## src/rtl/sdram_arb_pkg.sv

```systemverilog
// Shared width defaults, FSM state encoding and tag record for the SDRAM read arbiter.
package sdram_arb_pkg;
  localparam int ADDR_W_DEF    = 29;
  localparam int DATA_W_DEF    = 64;
  localparam int BURST_W_DEF   = 8;
  localparam int MAX_OUTST_DEF = 4;
  // Tag burstcount field is sized for the widest burstcount the arbiter accepts.
  localparam int TAG_BC_W      = 16;

  typedef enum logic {IDLE = 1'b0, ISSUE = 1'b1} state_t;

  typedef struct packed {
    logic                id;
    logic [TAG_BC_W-1:0] burstcount;
  } tag_t;
endpackage

```

## src/rtl/sdram_arb_tag_fifo.sv

```systemverilog
// Synchronous first-word-fall-through FIFO holding {id, burstcount} of issued read bursts.
module sdram_arb_tag_fifo
  import sdram_arb_pkg::*;
#(
  parameter int DEPTH = MAX_OUTST_DEF,
  parameter int WIDTH = $bits(tag_t)
) (
  input  logic             clk,
  input  logic             rst,
  input  logic             push,
  input  logic [WIDTH-1:0] din,
  input  logic             pop,
  output logic [WIDTH-1:0] dout,
  output logic             full,
  output logic             empty
);
  localparam int             PTR_W    = (DEPTH > 1) ? $clog2(DEPTH) : 1;
  localparam logic [PTR_W-1:0] LAST_PTR = PTR_W'(DEPTH - 1);
  localparam logic [PTR_W:0]   FULL_CNT = (PTR_W + 1)'(DEPTH);

  logic [WIDTH-1:0] mem [DEPTH];
  logic [PTR_W-1:0] wr_ptr;
  logic [PTR_W-1:0] rd_ptr;
  logic [PTR_W:0]   cnt;
  logic             do_push;
  logic             do_pop;

  assign full    = (cnt == FULL_CNT);
  assign empty   = (cnt == '0);
  assign do_push = push && !full;
  assign do_pop  = pop && !empty;
  assign dout    = mem[rd_ptr];

  always_ff @(posedge clk) begin
    if (rst) begin
      wr_ptr <= '0;
      rd_ptr <= '0;
      cnt    <= '0;
    end else begin
      if (do_push) wr_ptr <= (wr_ptr == LAST_PTR) ? '0 : wr_ptr + 1'b1;
      if (do_pop)  rd_ptr <= (rd_ptr == LAST_PTR) ? '0 : rd_ptr + 1'b1;
      case ({do_push, do_pop})
        2'b10:   cnt <= cnt + 1'b1;
        2'b01:   cnt <= cnt - 1'b1;
        default: cnt <= cnt;
      endcase
    end
  end

  always_ff @(posedge clk) begin
    if (do_push) mem[wr_ptr] <= din;
  end
endmodule

```

## src/rtl/sdram_rd_arbiter.sv

```systemverilog
// Two-requester round-robin Avalon-MM read arbiter in front of an HPS f2h_sdram port.
// Optional SDRAM_RD_ARB_ERR_EN: flags beats that arrive with no outstanding tag on err.
module sdram_rd_arbiter
  import sdram_arb_pkg::*;
#(
  parameter int ADDR_W    = ADDR_W_DEF,
  parameter int DATA_W    = DATA_W_DEF,
  parameter int BURST_W   = BURST_W_DEF,
  parameter int MAX_OUTST = MAX_OUTST_DEF
) (
  input  logic               clk_clk,
  input  logic               reset_reset,
  input  logic               rq0_read,
  input  logic [ADDR_W-1:0]  rq0_address,
  input  logic [BURST_W-1:0] rq0_burstcount,
  output logic               rq0_waitrequest,
  output logic [DATA_W-1:0]  rq0_readdata,
  output logic               rq0_readdatavalid,
  input  logic               rq1_read,
  input  logic [ADDR_W-1:0]  rq1_address,
  input  logic [BURST_W-1:0] rq1_burstcount,
  output logic               rq1_waitrequest,
  output logic [DATA_W-1:0]  rq1_readdata,
  output logic               rq1_readdatavalid,
  output logic               avm_read,
  output logic [ADDR_W-1:0]  avm_address,
  output logic [BURST_W-1:0] avm_burstcount,
  input  logic               avm_waitrequest,
  input  logic [DATA_W-1:0]  avm_readdata,
  input  logic               avm_readdatavalid,
  output logic               err
);
  localparam int TAG_W = $bits(tag_t);

  state_t              state;
  state_t              state_nxt;
  logic                rr_ptr;
  logic                grant_id;
  logic                grant_req;
  logic                grant_sel;
  logic                accept;
  logic [ADDR_W-1:0]   addr_q;
  logic [BURST_W-1:0]  bc_q;
  tag_t                tag_in;
  tag_t                tag_head;
  logic [TAG_W-1:0]    head_bits;
  logic                fifo_full;
  logic                fifo_empty;
  logic                beat_ok;
  logic                last_beat;
  logic [TAG_BC_W-1:0] beat_cnt;
  logic                rq0_vld_p0;
  logic                rq1_vld_p0;
  logic [DATA_W-1:0]   rq0_data_p0;
  logic [DATA_W-1:0]   rq1_data_p0;

  // A zero burstcount is treated as a single-beat burst both on the bus and in the tag.
  function automatic logic [BURST_W-1:0] norm_burst(input logic [BURST_W-1:0] bc);
    return (bc == '0) ? BURST_W'(1) : bc;
  endfunction

  always_comb begin
    state_nxt = state;
    grant_req = 1'b0;
    grant_sel = 1'b0;
    accept    = 1'b0;
    case (state)
      IDLE: begin
        if ((rq0_read || rq1_read) && !fifo_full) begin
          grant_req = 1'b1;
          grant_sel = (rq0_read && rq1_read) ? rr_ptr : rq1_read;
          state_nxt = ISSUE;
        end
      end
      ISSUE: begin
        if (!avm_waitrequest) begin
          accept    = 1'b1;
          state_nxt = IDLE;
        end
      end
      default: state_nxt = IDLE;
    endcase
  end

  always_ff @(posedge clk_clk) begin
    if (reset_reset) state <= IDLE;
    else             state <= state_nxt;
  end

  // rr_ptr names the requester that wins the next tie.
  always_ff @(posedge clk_clk) begin
    if (reset_reset) begin
      rr_ptr   <= 1'b0;
      grant_id <= 1'b0;
      addr_q   <= '0;
      bc_q     <= '0;
    end else if (grant_req) begin
      rr_ptr   <= ~grant_sel;
      grant_id <= grant_sel;
      addr_q   <= grant_sel ? rq1_address : rq0_address;
      bc_q     <= norm_burst(grant_sel ? rq1_burstcount : rq0_burstcount);
    end
  end

  assign avm_read        = (state == ISSUE);
  assign avm_address     = addr_q;
  assign avm_burstcount  = bc_q;
  assign rq0_waitrequest = !(accept && !grant_id);
  assign rq1_waitrequest = !(accept && grant_id);

  always_comb begin
    tag_in.id         = grant_id;
    tag_in.burstcount = TAG_BC_W'(bc_q);
  end

  sdram_arb_tag_fifo #(
    .DEPTH (MAX_OUTST),
    .WIDTH (TAG_W)
  ) u_tag_fifo (
    .clk   (clk_clk),
    .rst   (reset_reset),
    .push  (accept),
    .din   (tag_in),
    .pop   (last_beat),
    .dout  (head_bits),
    .full  (fifo_full),
    .empty (fifo_empty)
  );

  assign tag_head  = tag_t'(head_bits);
  assign beat_ok   = avm_readdatavalid && !fifo_empty;
  assign last_beat = beat_ok && ((beat_cnt + 1'b1) == tag_head.burstcount);

  // ---- p0: response beat registered toward the owning requester
  always_ff @(posedge clk_clk) begin
    if (reset_reset) begin
      beat_cnt   <= '0;
      rq0_vld_p0 <= 1'b0;
      rq1_vld_p0 <= 1'b0;
    end else begin
      rq0_vld_p0 <= beat_ok && !tag_head.id;
      rq1_vld_p0 <= beat_ok && tag_head.id;
      if (last_beat)    beat_cnt <= '0;
      else if (beat_ok) beat_cnt <= beat_cnt + 1'b1;
    end
  end

  always_ff @(posedge clk_clk) begin
    if (beat_ok && !tag_head.id) rq0_data_p0 <= avm_readdata;
    if (beat_ok && tag_head.id)  rq1_data_p0 <= avm_readdata;
  end

  assign rq0_readdata      = rq0_data_p0;
  assign rq1_readdata      = rq1_data_p0;
  assign rq0_readdatavalid = rq0_vld_p0;
  assign rq1_readdatavalid = rq1_vld_p0;

`ifdef SDRAM_RD_ARB_ERR_EN
  logic err_q;
  always_ff @(posedge clk_clk) begin
    if (reset_reset)                          err_q <= 1'b0;
    else if (avm_readdatavalid && fifo_empty) err_q <= 1'b1;
  end
  assign err = err_q;
`else
  assign err = 1'b0;
`endif
endmodule

```

## config.mk

```make
export PLATFORM = sky130hd
export DESIGN_NAME = sdram_rd_arbiter
export DESIGN_NICKNAME = d
export VERILOG_FILES = /design/src/rtl/sdram_arb_pkg.sv /design/src/rtl/sdram_arb_tag_fifo.sv /design/src/rtl/sdram_rd_arbiter.sv
export SDC_FILE = /design/constraint.sdc
export NUM_CORES = 1
export LEC_CHECK = 0
export CORE_AREA = 5 5 139 141
export DETAILED_ROUTE_END_ITERATION = 6
export DIE_AREA = 0 0 144 146
export HOLD_SLACK_MARGIN = 0.12
export PLACE_DENSITY = 0.9
export SETUP_SLACK_MARGIN = 0.1
export SYNTH_ARGS = -nofsm -noshare
export SYNTH_HDL_FRONTEND = slang
export SYNTH_SLANG_ARGS = --single-unit
```

## constraint.sdc

```tcl
create_clock -name clk_clk -period 6.5 [get_ports clk_clk]
set_input_delay 0.975 -clock clk_clk [delete_from_list [all_inputs] [get_ports clk_clk]]
set_output_delay 0.975 -clock clk_clk [all_outputs]
set_load 0.05 [all_outputs]
```

[Yosys cells after proc, flatten, opt, wreduce, memory -nomap -nowiden]
Memories as Yosys holds them, arrays and structs flattened. A register that Yosys moved wholly into a read port is not among the register bits.
Cells that the tools add are included.
Storage, ports and cells
  register bits: 193
  bits in latches: 0
  bits in writable memories: 36
  memory bits (read-only): 0
  input bits: 144
  output and inout bits: 171
  logic and storage cells: 67
  memories kept: 1
Cells by class
  add/sub/neg operators: 5
  $mul: 0
  divide/modulo/power cells: 0
  $lt $le $gt $ge: 0
  equality and inequality tests: 6
  shifts and indexed selects: 0
  muxes and demuxes: 19
  bitwise gates (word level): 2
  reduce and logical (&&, ||, !) cells: 21
Memory list
  u_tag_fifo.mem: words 4, bits a word 9, read ports 1, clocked after memory_dff 1, write ports 1, line sdram_arb_tag_fifo.sv:21  | logic [WIDTH-1:0] mem [DEPTH];
Operator list (number)
  $mux W29: 1
  $add A16 B1 Y16 const B: 1
  $eq A16 B16 Y1: 1
  $mux W8: 2
  $logic_and A1 B1 Y1: 10
  $mux W1: 10
  $logic_not A8 Y1: 1
  $mux W2: 4
  $eq A2 B2 Y1 const B: 3
  $logic_not A1 Y1: 6
  $pmux W3 S2: 1
  $add A2 B1 Y2 const B: 2
  $add A3 B1 Y3 const B: 1
  $eq A3 B3 Y1 const B: 1
  $logic_not A3 Y1: 1
  $sub A3 B1 Y3 const B: 1
  $eq A2 B1 Y1 const B: 1
  $not A1 Y1: 2
  $pmux W1 S2: 1
  $reduce_bool A2 Y1: 1
  $reduce_or A2 Y1: 1
  $logic_or A1 B1 Y1: 1

[Logic depth before layout (Yosys ltp)]
Gate-level depths: netlist of the first run.
  depth in word-level cells: 8
  mapped depth: 13
  depth with buffers taken out: 13

[By module]
Synthesis of the first run repeated with hierarchy kept, for this count alone.
Second synthesis, totals
  cells, all modules: 618
  area, all modules: 9830.7 um^2
By module, submodules not included
  sdram_rd_arbiter: times used 1, cells an instance 475, area an instance 6881.6 um^2, sequential area each 5004.8 um^2
  sdram_arb_tag_fifo: times used 1, cells an instance 143, area an instance 2949.1 um^2, sequential area each 2222.1 um^2

[Worst setup path after synthesis of the first run]
Ideal clock, no wire load.
  path kind: in2reg
  start point: in avm_readdatavalid
  end point: reg rq0_data_p0[0], in the netlist rq0_readdata[0] (enable)
  setup time: 486 ps
  data arrival time: 3856 ps
  required time: 6014 ps
  setup slack: 2158 ps
  stages on the path: 2
  path buffers: 0
  cells stage by stage: o31ai_1 > nor2_1
Between the ends
  word-level cells in the longest chain between the ends: 2
Ends and longest elaborated chain
  start: declaration: line sdram_rd_arbiter.sv:30  | input logic avm_readdatavalid,
  $logic_and A1 B1 Y1: line sdram_rd_arbiter.sv:131  | assign beat_ok = avm_readdatavalid && !fifo_empty;
  $logic_and A1 B1 Y1: line sdram_rd_arbiter.sv:149  | if (beat_ok && !tag_head.id) rq0_data_p0 <= avm_readdata;
  end signal: assignment: line sdram_rd_arbiter.sv:149
  end: declaration: line sdram_rd_arbiter.sv:54  | logic [DATA_W-1:0] rq0_data_p0;
No other way between the ends.
A chain may end at the register's enable or synchronous reset.

==> results of run 1 <==
## Yosys cell counts (2+ instances only)
cell type	number
a211oi_1	2
a21oi_1	11
a311oi_1	8
a31oi_1	30
and2_1	5
and3_1	2
and4_1	2
buf_1	2
buf_6	2
clkbuf_1	24
dfxtp_1	67
edfxtp_1	164
ha_1	7
inv_1	10
mux2i_1	3
mux4_2	8
nand2_1	82
nand2b_1	2
nand3_1	35
nand4_1	6
nor2_1	46
nor2b_1	2
nor3_1	8
nor4_1	4
o21ai_0	13
o31ai_1	2
or3_1	3
xnor2_1	13
xor2_1	13
## cells by family (layout without fill, tap and decap cells)
logic type | count (synthesis) | count (layout)
flops | 231 | 231
simple gates | 201 | 201
compound gates | 79 | 79
buf+inv | 40 | 371
xor+xnor | 27 | 27
mux | 12 | 12
fa+ha+maj | 8 | 8
other cells | 1 | 1
## report_power, final
part | internal, mW | leakage (nW) | total (mW) | switching, mW
clock | 0.754 | 0.368 | 1.29 | 0.537
combinational | 0.170 | 1.83 | 0.420 | 0.250
sequential | 1.63 | 2.03 | 1.66 | 0.0274
## tightest hold or removal path, delay by kind of cell (launching register included)
kind / cells / cell delay, ps
flip-flops: 1 / 310
AO/OA/AOI/OAI: 1 / 70
AND/OR/NAND/NOR: 1 / 50
## flip-flops by register name (all words and copies together), names as in the netlist, 2 cells and up, named ones only
| register | flops |
|---|---|
| u_tag_fifo.wr_ptr | 2 |
| avm_address | 29 |
| avm_burstcount | 8 |
| u_tag_fifo.rd_ptr | 2 |
| beat_cnt | 16 |
| rq1_readdata | 64 |
| rq0_readdata | 64 |
| u_tag_fifo.mem | 36 |
| u_tag_fifo.cnt | 3 |
## cell type report
| cell class | count | area share [%] |
|---|---|---|
| Clock buffer | 27 | 4.86 |
| Clock inverter | 14 | 1.05 |
| Inverter | 10 | 0.299 |
| Multi-Input combinational cell | 328 | 16.3 |
| Sequential cell | 231 | 49.9 |
| Tap cell | 229 | 2.28 |
| Timing Repair Buffer | 320 | 25.3 |
## worst paths after layout
kind                                      start                end  slack (ps)  depth (start not counted)
worst min-delay path            avm_address[14]    avm_address[14]         480                          2
worst max-delay path                  flip-flop  u_tag_fifo.cnt[2]        2480                         12
worst min register to register  avm_address[14]    avm_address[14]         480                          2
worst max register to register        flip-flop  u_tag_fifo.cnt[2]        2480                         12
## through the flow
step           power (mW)  hold WS (ps)  instance area [sq um]  cells
4_1_cts              3.40           478                  12600   1159
2_1_floorplan        1.90           463                   8460    599
6_report             3.37           475                  12600   1159
5_1_grt              3.49           495                  12600   1159
3_3_place_gp         2.10           462                  11800   1118
3_5_place_dp         2.11           469                  11800   1118
## routing by layer
metal	up-vias	global-route usage, %
li1	2854	-
met1	2854	23.7
met2	339	38.2
met3	47	7.00
met4	0	7.16
met5	-	0
==> impl_metrics.csv, run 1 <==
group,metric,value,unit
clocking,clk_latency,490,ps
detailed_routing,highest_layer,"met4",
worst_setup_path,end_kind,"flip-flop",
clocking,cts_buffers,23,
floorplanning,die_w,144,microns
detailed_routing,dr_wl_met3,2.85,mm
logic_synthesis,synth-main-ff-cell,"edfxtp_1",
finish,nets,1066,
sta,timing.fmax,0.249,GHz
logic_synthesis,yosysSeqAreaShare,74.0,%
sta,worstMarginPinSlew,906,ps
detailed_routing,drt-met1-wl,7.81,mm
detailed_routing,vias,6094,
power_and_ir_drop,vdd_drop_max,192,uV
worst_setup_path,critPathSlowestCell,"dfxtp_1",
worst_setup_path,crit_buf_inv,1,
worst_setup_path,path_class,"reg2reg",
detailed_routing,drt-vias-per-instance,5.26,
global_route,grt_usage,21.4,%
detailed_routing,drt_wl_total,23.1,mm
logic_synthesis,synth_warnings,0,
sta,report.final.slew_viol_count,0,
detailed_routing,antenna_left,0,
sta,post-route-min-period,4020,ps
outcome,status,"finished clean",
global_route,grt_pass1_vias,6165,
worst_setup_path,startpoint_type,"flip-flop",
logic_synthesis,syn_inst,599,
logic_synthesis,ys_seq_elements,231,
clocking,cts.sinks,231,
logic_synthesis,async_flop_share,0,%
run,max_cap_violations,0,
worst_setup_path,cp.required,6920,ps
worst_setup_path,cp_max_fo,10,
clocking,max-clock-path-buffers,3,
floorplanning,std_cell_rows,49,
logic_synthesis,synth_simple_gate_area_share,10.6,%
logic_synthesis,synth_edf_count,164,
floorplanning,initial_core_util,47.4,%
floorplanning,die_height,146,microns
logic_synthesis,synthTopCellsByArea,"edfxtp_1, dfxtp_1, nand2_1",
placed_design,place.gp.congestion,0.843,
clocking,cts_tree,"built",
worst_setup_path,cp_slowest_stage_delay,700,ps
worst_setup_path,crit_path_cell_trace,"mux4_2 > or3_1 > a21o_1 > a211oi_2 > o211ai_2 > nor4_1 > ha_1 > inv_1 > fa_1 > xor2_1 > or3_1 > a21oi_1",
detailed_routing,drc,0,
floorplanning,ios,315,
global_route,grt-ovfl-total,0,
global_route,grt_max_degree,65,
logic_synthesis,synth.net_count,751,
detailed_routing,dr_wl_met2,11.7,mm
finish,fillCellCount,1180,
sta,fin_ws,2480,ps
worst_setup_path,path_delay_family,"simple AND/OR/NAND/NOR gates",
logic_synthesis,synth-xor-area-share,2.96,%
logic_synthesis,avgSynthCellArea,14.1,sq um
worst_setup_path,arrival,4430,ps
detailed_routing,drt_iter0_drc,371,
finish,syn_to_final_growth,48.4,%
clocking,htreeDepth,1,
sta,finalClockSkew,13.4,ps
power_and_ir_drop,p_leak,4.23,nW
finish,post-route-util,70.4,%
placed_design,pre_cts_slack,2480,ps
logic_synthesis,synth.top_cell.area_share,58.2,%
finish,diodes,0,
detailed_routing,avgRoutedWirePerCell,20.0,microns
sta,finalHoldViolations,0,
sta,setup_viol,0,
logic_synthesis,netlist.top_cell.by_area,"edfxtp_1",
finish,final_common_cell,"clkdlybuf4s50_1",
logic_synthesis,synthesis.area,8460,sq um
clocking,cts_resized,0,
min_path,holdCritPathClass,"reg2reg",
global_route,antenna_found_initial,0,
sta,fin_crit_sh,61.8,%
logic_synthesis,synthMuxAreaShare,2.62,%
finish,seqCellArea,6270,sq um
clocking,cts.hold.buffers_added,0,
clocking,clk_pin_slew,60,ps
logic_synthesis,ys_types,52,
floorplanning,core,17800,sq um
placed_design,dp_hpwl,17.0,mm
finish,final_cell_mix,"clkdlybuf4s50_1, edfxtp_1, nand2_1",
sta,timing.max_slew.rel_slack,39.6,%
floorplanning,die-area,21000,sq um
logic_synthesis,synth_fa_ha_area_share,1.27,%
finish,multi_input_area,2050,sq um
logic_synthesis,synth_top_family_by_area,"simple AND/OR/NAND/NOR gates",
clocking,cts_setup_buffers,0,
power_and_ir_drop,power.density,268,nW/um^2
clocking,cts-root-buf,"clkbuf_16",
global_route,grt_pass1_wl,34.9,mm
detailed_routing,drt-pass1-iter-count,4,
logic_synthesis,synth-compound-area-share,6.42,%
finish,layout-drive-gt1-share,6.77,%
sta,grt_setup_unrepaired,"no",
placed_design,portBuffers,313,
sta,setup_tns,0,ps
worst_setup_path,cpMostUsedCell,"or3_1",
Power figures use the tool's default switching activity.
==> run 2: changes to the inputs <==
Settings changed: CORE_AREA 5 5 139 141 to 5 5 145 147, DIE_AREA 0 0 144 146 to 0 0 150 152, PLACE_DENSITY 0.9 to 0.84.
Clock period 6.5 ns to 3.7 ns, I/O delays scaled along.
==> impl_metrics.csv, run 2 (same netlist as run 1, synthesis figures left out) <==
group,metric,value,unit
worst_setup_path,end_kind,"flip-flop",
worst_setup_path,arrival,3830,ps
detailed_routing,drt_wl_total,23.0,mm
sta,setup_viol,0,
clocking,cts_buffers,24,
finish,nets,1081,
worst_setup_path,r2r_slack,300,ps
finish,multi_input_area,2100,sq um
global_route,grt_pass1_vias,6146,
detailed_routing,antenna_left,0,
floorplanning,initial_core_util,42.8,%
placed_design,pre_cts_slack,73.9,ps
finish,fillCellCount,1446,
clocking,cts_tree,"built",
finish,postLayoutCellArea,12800,sq um
power_and_ir_drop,clkPwrFrac,38.8,%
sta,worstMarginPinSlew,649,ps
finish,seqCellArea,6270,sq um
power_and_ir_drop,power.density,465,nW/um^2
power_and_ir_drop,p_leak,4.31,nW
sta,fin_ws,304,ps
min_path,holdCritPathClass,"reg2reg",
power_and_ir_drop,combPwrFrac,12.5,%
clocking,cts.hold.buffers_added,0,
power_and_ir_drop,vdd_drop_max,359,uV
detailed_routing,avgRoutedWirePerCell,18.9,microns
clocking,clk_pin_slew,60,ps
worst_setup_path,rr_endpoint,"u_tag_fifo.cnt[2]",
global_route,grt_usage,19.0,%
power_and_ir_drop,intPower,4.54,mW
worst_setup_path,cp.required,4140,ps
sta,setup_tns,0,ps
finish,syn_to_final_growth,51.6,%
global_route,grt-ovfl-total,0,
detailed_routing,drt-vias-per-instance,5.06,
clocking,clk_latency,500,ps
placed_design,portBuffers,313,
sta,report.final.slew_viol_count,0,
worst_setup_path,cp_max_fo,3,
detailed_routing,drc,0,
sta,timing.max_slew.rel_slack,56.5,%
finish,layout-drive-gt1-share,9.08,%
placed_design,place_area,12000,sq um
global_route,grt_max_degree,65,
run,max_cap_violations,0,
sta,grt_setup_unrepaired,"no",
clocking,cts-root-buf,"clkbuf_16",
global_route,antenna_found_initial,0,
clocking,cts.sinks,231,
detailed_routing,drt-pass1-iter-count,5,
floorplanning,core,19800,sq um
floorplanning,die_height,152,microns
clocking,max-clock-path-buffers,3,
power_and_ir_drop,p_sw,1.43,mW
floorplanning,die-area,22800,sq um
finish,fin_cells,1217,
global_route,grt_pass1_wl,34.0,mm
outcome,status,"finished clean",
placed_design,place.gp.congestion,0.863,
power_and_ir_drop,pwr-share-seq,48.7,%
placed_design,dp_cells,1167,
worst_setup_path,reg2regPathDepth,12,
sta,finalClockSkew,15.2,ps
sta,finalHoldViolations,0,
clocking,htreeDepth,1,
power_and_ir_drop,switching_share,23.9,%
sta,fin_crit_sh,91.8,%
finish,final_cell_mix,"clkdlybuf4s50_1, edfxtp_1, nand2_1",
floorplanning,die_w,150,microns
floorplanning,std_cell_rows,52,
finish,final_common_cell,"clkdlybuf4s50_1",
placed_design,dp_hpwl,16.9,mm
worst_setup_path,path_class,"reg2reg",
worst_setup_path,startpoint_type,"flip-flop",
finish,diodes,0,
worst_setup_path,cp-endpoint,"u_tag_fifo.cnt[2]",
power_and_ir_drop,power,5.97,mW
sta,timing.fmax,0.294,GHz
floorplanning,ios,315,
detailed_routing,drt_iter0_drc,256,
sta,post-route-min-period,3400,ps
detailed_routing,vias,6157,
[run 2: final cells by class]
| class | instances | area share, % |
|---|---|---|
| clock buffers | 31 | 5.05 |
| flip-flops and latches | 231 | 48.9 |
| well taps | 270 | 2.63 |
| repair buffers | 334 | 25.8 |
| multi-input cells | 328 | 16.4 |
| clock inverters | 13 | 0.946 |
| inverters | 10 | 0.293 |
[run 2: worst min path at each step]
| stage | startpoint | end | slack [ps] | depth (start not counted) |
|---|---|---|---|---|
| 3_5_place_dp | avm_address[11] | avm_address[11] | 470 | 2 |
| 6_report | avm_address[8] | avm_address[8] | 480 | 2 |
| 2_1_floorplan | u_tag_fifo.rd_ptr[1] | flip-flop | 460 | 2 |
| 5_1_grt | reset_reset | flip-flop | 490 | 4 |
| 3_3_place_gp | avm_address[0] | avm_address[0] | 460 | 2 |
| 4_1_cts | reset_reset | u_tag_fifo.rd_ptr[1] | 460 | 4 |
[run 2: routing by layer]
| layer | routed length [microns] | share of wire (%) | up-vias | track usage, % |
|---|---|---|---|---|
| li1 | - | - | 2876 | - |
| met1 | 7960 | 35 | 2923 | 20.5 |
| met2 | 11700 | 51 | 323 | 34.3 |
| met3 | 2750 | 12 | 35 | 6.94 |
| met4 | 592 | 2.6 | 0 | 5.84 |
| met5 | 0 | 0 | - | 0 |
[run 2: metrics by stage]
stage	utilization, %	hold slack (ps)
global route	64.9	488
finish	64.9	478
CTS	64.4	460
global placement	60.4	462
floorplan	-	463
detailed placement	60.4	471
[run 2: worst max-delay path, cell delays in order, from the launching register on]
cell      delay (ps)
dfxtp_2          340
mux4_2           520
or3_4            390
buf_4            140
o31ai_2          240
o211ai_2         160
nor4_4           300
ha_2             230
inv_1             50
fa_2             330
xor2_1           150
or3_1            330
a21oi_2          130
[run 2: timing repair]
action                                  in CTS  in global routing
pin swaps                                    0                  6
setup buffers                                0                  6
gates resized for setup                      2                 13
endpoints found under the setup margin       1                  2
[run 2: power by group through the flow]
stage          clock, mW  sequential, mW  combinational [mW]
6_report            2.32            2.91               0.745
5_1_grt             2.50            2.91               0.790
4_1_cts             2.38            2.91               0.747
3_5_place_dp           0            2.96               0.744
3_3_place_gp           0            2.96               0.736
2_1_floorplan          0            3.18               0.166
==> RTL change 1, RTL diff (config.mk and constraints of run 2) <==
Set the package constant `BURST_W_DEF` to 6 (it was 8).
--- a/src/rtl/sdram_arb_pkg.sv
+++ b/src/rtl/sdram_arb_pkg.sv
@@ -4,3 +4,3 @@
   localparam int DATA_W_DEF    = 64;
-  localparam int BURST_W_DEF   = 8;
+  localparam int BURST_W_DEF   = 6;
   localparam int MAX_OUTST_DEF = 4;
Ports: changed (resized avm_burstcount, rq0_burstcount and rq1_burstcount); port bits go from 315 to 309. No check against the original RTL was run, so the function may have changed too.
==> RTL change 1 against run 2 <==
Cell area down 3.3%; power grew 1.2%; worst setup slack worse by 28 ps; routed wire length decreased by 9.1%; global-route usage is 1.6 points lower; highest routed layer unchanged; combinational power down 2%; largest cell class unchanged; area after synthesis fell by 4.5%; sequential cell count down 10; critical path depth shrank 1.
==> RTL change 1: results (changes against run 2) <==
| Metric | Value |
|---|---|
| Largest net degree at the start of global routing | `49 (-25%)` |
| Iteration-0 DRC Markers | `299 (+17%)` |
| Tot GR Track Use | `0.173 (-0.0163)` |
| Final WL | `20,900 µm (-9.1%)` |
| Non-Filler Instances | `1,153 (-5.3%)` |
| Syn Inst Count | `543 (-9.3%)` |
| Worst VDD drop | `0.372 mV (+3.6%)` |
| Number of global-route vias before repair | `5,641 (-8.2%)` |
| Top post-synthesis cells by count | `edfxtp_1, dfxtp_1, nand2_1` |
| Sequential area share after synthesis | `0.740 (about the same)` |
| Layout Nets | `1,012 (-6.4%)` |
| EDFF count, synth | `156 (-4.9%)` |
| Initial antenna violation count | `1 (+1)` |
| Final Skew | `9.36 ps (-5.82 ps)` |
| First-pass GRT wire length | `31,200 µm (-8.4%)` |
| Final HPWL DP | `15,600 µm (-7.9%)` |
| Gpl congestion | `0.815 (-5.5%)` |
| Syn Nets | `691 (-8.0%)` |
| Yosys cell types | `54 (+3.8%)` |
| Status | `completed` |
| Arr. time, crit path | `3850 ps (+20 ps)` |
| Htree depth | `1 (unchanged)` |
| Worst-margin pin slew | `700 ps (+50.4 ps)` |
| Area contributors post-synth | `edfxtp_1, dfxtp_1, a22oi_1, a21oi_1, nand2_1` |
| Layout cell share with drive strength beyond 1 | `0.0930 (+0.00216)` |
| Lkg Pwr | `0.00427 µW (-0.99%)` |
| IO Port Bufs | `307 (-1.9%)` |
| Crit path max fanout | `5 (+2)` |
==> RTL change 1: changes by cell type after synthesis, moves of 6 or more <==
cell / change
a21oi_1: +27
a22oi_1: +28
a311oi_1: -6
a31oi_1: -28
clkbuf_1: -6
edfxtp_1: -8
nand2_1: -39
nand3_1: -26
nor2_1: -6
o21ai_0: -9
==> RTL change 1: metal layers <==
metal,vias up,GRT usage,part of all wire
li1,2671,-,-
met1,2636,0.182,0.34
met2,295,0.318,0.51
met3,42,0.0640,0.12
met4,0,0.0566,0.027
met5,-,0,0
==> RTL change 1: area by class of cell <==
| cell class | instances | area [µm²] |
|---|---|---|
| Clock inverter | 17 | 215 |
| Fill cell | 1460 | 7380 |
| Multi-Input combinational cell | 286 | 1990 |
| Clock buffer | 27 | 643 |
| Inverter | 9 | 33.8 |
| Sequential cell | 221 | 5990 |
| Timing Repair Buffer | 322 | 3190 |
| Antenna cell | 1 | 2.50 |
| Tap cell | 270 | 338 |
==> RTL change 1: cells by family (layout without fill, tap and decap cells) <==
logic type	after synthesis	in the layout	share of synthesized area
DFF	221	221	0.740
and+or+nand+nor	143	143	0.0862
AOI/OAI and AO/OA	90	90	0.0735
buffers and inverters	36	375	0.0197
xor gates and xnor gates	28	28	0.0339
muxes	16	16	0.0327
adders and majority gates	8	8	0.0133
other	1	2	0.000464
==> RTL change 1: per-stage QoR <==
step / instance area (µm²) / hold WS (ps) / util / power, µW / setup slack (ps)
floorplan: 8090 / 463 / - / 3210 / 400
CTS: 12400 / 494 / 0.625 / 6110 / 194
detailed placement: 11500 / 482 / 0.582 / 3560 / 104
global route: 12400 / 515 / 0.627 / 6250 / 109
finish: 12400 / 498 / 0.627 / 6040 / 276
global placement: 11500 / 476 / 0.582 / 3540 / 201
==> RTL change 1: report_power, final <==
part	internal (µW)	switching, µW
Clock	1600	941
Combinational	303	424
Sequential	2740	43.0
==> RTL change 1: path summary, 6_finish.rpt <==
| check | start | end | slack (ps) |
|---|---|---|---|
| setup / recovery | register | u_tag_fifo.cnt[2] | 280 |
| hold / removal | beat_cnt[1] | beat_cnt[1] | 500 |
| setup reg to reg | register | u_tag_fifo.cnt[2] | 280 |
| hold reg to reg | beat_cnt[1] | beat_cnt[1] | 500 |
==> RTL change 1: what timing repair did <==
item,CTS,global route
gates resized for setup,1,7
hold buffers,0,0
pin swaps,0,2
setup endpoints to repair,1,1
==> RTL change 1: worst max-delay path, stage by stage, from the launching register on <==
cell and delay [ps]:
dfxtp_2 390, mux4_2 520, xnor3_1 200, nand2b_4 140
or4b_4 570, nor4_4 240, ha_2 230, inv_1 50
fa_1 390, xor2_1 160, or3_1 310, a21oi_1 140
==> RTL change 2, RTL diff (flow settings as in run 2) <==
Without the edit above. Build with the macro `SDRAM_RD_ARB_ERR_EN` defined.
--- a/src/rtl/sdram_rd_arbiter.sv
+++ b/src/rtl/sdram_rd_arbiter.sv
@@ -2,2 +2,4 @@
 // Optional SDRAM_RD_ARB_ERR_EN: flags beats that arrive with no outstanding tag on err.
+`define SDRAM_RD_ARB_ERR_EN
+
 module sdram_rd_arbiter
Formal check against the unedited RTL: not equivalent (a bounded check fails within 4 cycles, from zero or initial values and one cycle with reset_reset high).
==> RTL change 2 against run 2 <==
Count of clock-buffer cells in the layout increased by 2; global-route usage up 1.0 points; cell area fell by 0.58%; maximum frequency is 0.37% higher; via count down 1.1%; routed wire length up 3.8%; worst setup slack better by 12 ps; area after synthesis grew 0.34%; power fell by 0.69%; sequential cell count increased by 1; highest routed layer unchanged.
==> RTL change 2: results (changes against run 2) <==
| Metric | Value |
|---|---|
| Sequential area share after synthesis | `0.740 (about the same)` |
| Yosys cell types | `44 (-15%)` |
| Worst VDD drop | `0.316 mV (-12%)` |
| Slew headroom | `0.509 (-0.0564)` |
| Final HPWL DP | `18,000 µm (+6.7%)` |
| Top post-synthesis cells by count | `edfxtp_1, nand2_1, dfxtp_1` |
| IO Port Bufs | `314 (+0.32%)` |
| Worst-path clk slew | `60 ps (about the same)` |
| Initial antenna violation count | `0 (unchanged)` |
| Tot GR Track Use | `0.200 (+0.00996)` |
| Area contributors post-synth | `edfxtp_1, dfxtp_1, nand2_1, mux4_2, nor2_1` |
| Clock Latency Late Sink | `500 ps (about the same)` |
| Final WL | `23,900 µm (+3.8%)` |
| Post-placement cell area | `12,000 µm² (+0.57%)` |
| Resized Gates After CTS | `0 (-2)` |
| # fillers | `1,433 (-0.90%)` |
| Final Skew | `7.00 ps (-8.19 ps)` |
| Iteration-0 DRC Markers | `274 (+7.0%)` |
| RR Startpoint | `beat_cnt[0]` |
| Largest net degree at the start of global routing | `51 (-22%)` |
| First-pass GRT wire length | `35,200 µm (+3.5%)` |
| Gpl congestion | `0.868 (+0.51%)` |
| Via Count | `6,088 (-1.1%)` |
| Arr. time, crit path | `3810 ps (-20 ps)` |
| Root Driver | `clkbuf_16` |
| Ys Warns | `0 (unchanged)` |
| CP Class | `reg -> reg` |
| Status | `completed` |
| Drt pass-1 iters | `4 (-1)` |
| Crit path max fanout | `8 (+5)` |
| Htree depth | `1 (unchanged)` |
| Setup Buffers After CTS | `0 (unchanged)` |
| Layout cell share with drive strength beyond 1 | `0.0741 (-0.0167)` |
| Int Pwr | `4510 µW (-0.65%)` |
| Layout Nets | `1,083 (+0.19%)` |
| Total CTS buffers | `24 (unchanged)` |
| Ys async rst share | `0 (unchanged)` |
| Clock tree buffer depth | `3 (unchanged)` |
| Lkg Pwr | `0.00430 µW (-0.42%)` |
| Inserted Diodes | `0 (unchanged)` |
| Reg2Reg Depth | `13 (+1)` |
| Critical Path Sink | `u_tag_fifo.cnt[2]` |
| Ys flop type | `edfxtp_1` |
| Reg2reg setup slack | `320 ps` |
| Syn Nets | `758 (+0.93%)` |
[RTL change 2: worst min path at each step]
stage | from | endpoint | slack, ps | cells past startpoint
after floorplan | beat_cnt[1] | beat_cnt[1] | 460 | 2
after global placement | err | err | 450 | 2
after detailed placement | err | err | 460 | 2
after CTS | err | err | 470 | 2
after global routing | avm_address[24] | avm_address[24] | 490 | 2
final | err | err | 460 | 2
[RTL change 2: logic make-up after synthesis]
kind of cell             share of synthesized area
AO/OA/AOI/OAI                               0.0555
XOR/XNOR                                    0.0336
adder cells (fa/ha/maj)                     0.0127
buffers and inverters                       0.0186
flip-flops                                   0.740
multiplexers                                0.0239
AND/OR/NAND/NOR                              0.116
[RTL change 2: per-layer routing]
metal  share of wire  global-route usage  up-vias
li1                -                   -     2877
met1            0.35               0.215     2869
met2            0.51               0.364      305
met3            0.12              0.0760       37
met4           0.024              0.0540        0
met5               0                   0        -
[RTL change 2: critical path, stage by stage, from the launching register on]
cell	delay [ps]
dfxtp_1	430
ha_1	280
nand3_2	170
or4_1	520
nor2_1	120
o211ai_1	140
nor3_1	200
and4_1	210
ha_1	200
inv_1	60
fa_1	370
xor2_1	160
or3_1	310
a21oi_1	150
[RTL change 2: power by group through the flow]
stage / Combinational (µW) / Sequential, µW / Clock, µW
finish: 751 / 2920 / 2260
floorplan: 162 / 3190 / 0
CTS: 755 / 2920 / 2300
global route: 791 / 2930 / 2420
global placement: 742 / 2970 / 0
detailed placement: 750 / 2980 / 0
[RTL change 2: cell type report]
| cell class | count | area, µm² | area share |
|---|---|---|---|
| Tap cell | 270 | 338 | 0.0265 |
| Inverter | 9 | 33.8 | 0.00265 |
| Clock inverter | 7 | 60.1 | 0.00471 |
| Sequential cell | 232 | 6290 | 0.493 |
| Multi-Input combinational cell | 334 | 2070 | 0.162 |
| Timing Repair Buffer | 330 | 3300 | 0.258 |
| Clock buffer | 33 | 676 | 0.0530 |
[RTL change 2: stage by stage]
step / util / instances / total power [µW] / hold slack, ps / setup WS, ps
after floorplan: - / 606 / 3360 / 462 / 533
after global placement: 0.608 / 1175 / 3710 / 452 / 354
after detailed placement: 0.608 / 1175 / 3730 / 458 / 293
after CTS: 0.645 / 1215 / 5980 / 473 / 332
after global routing: 0.645 / 1215 / 6140 / 492 / 114
final: 0.645 / 1215 / 5930 / 464 / 317
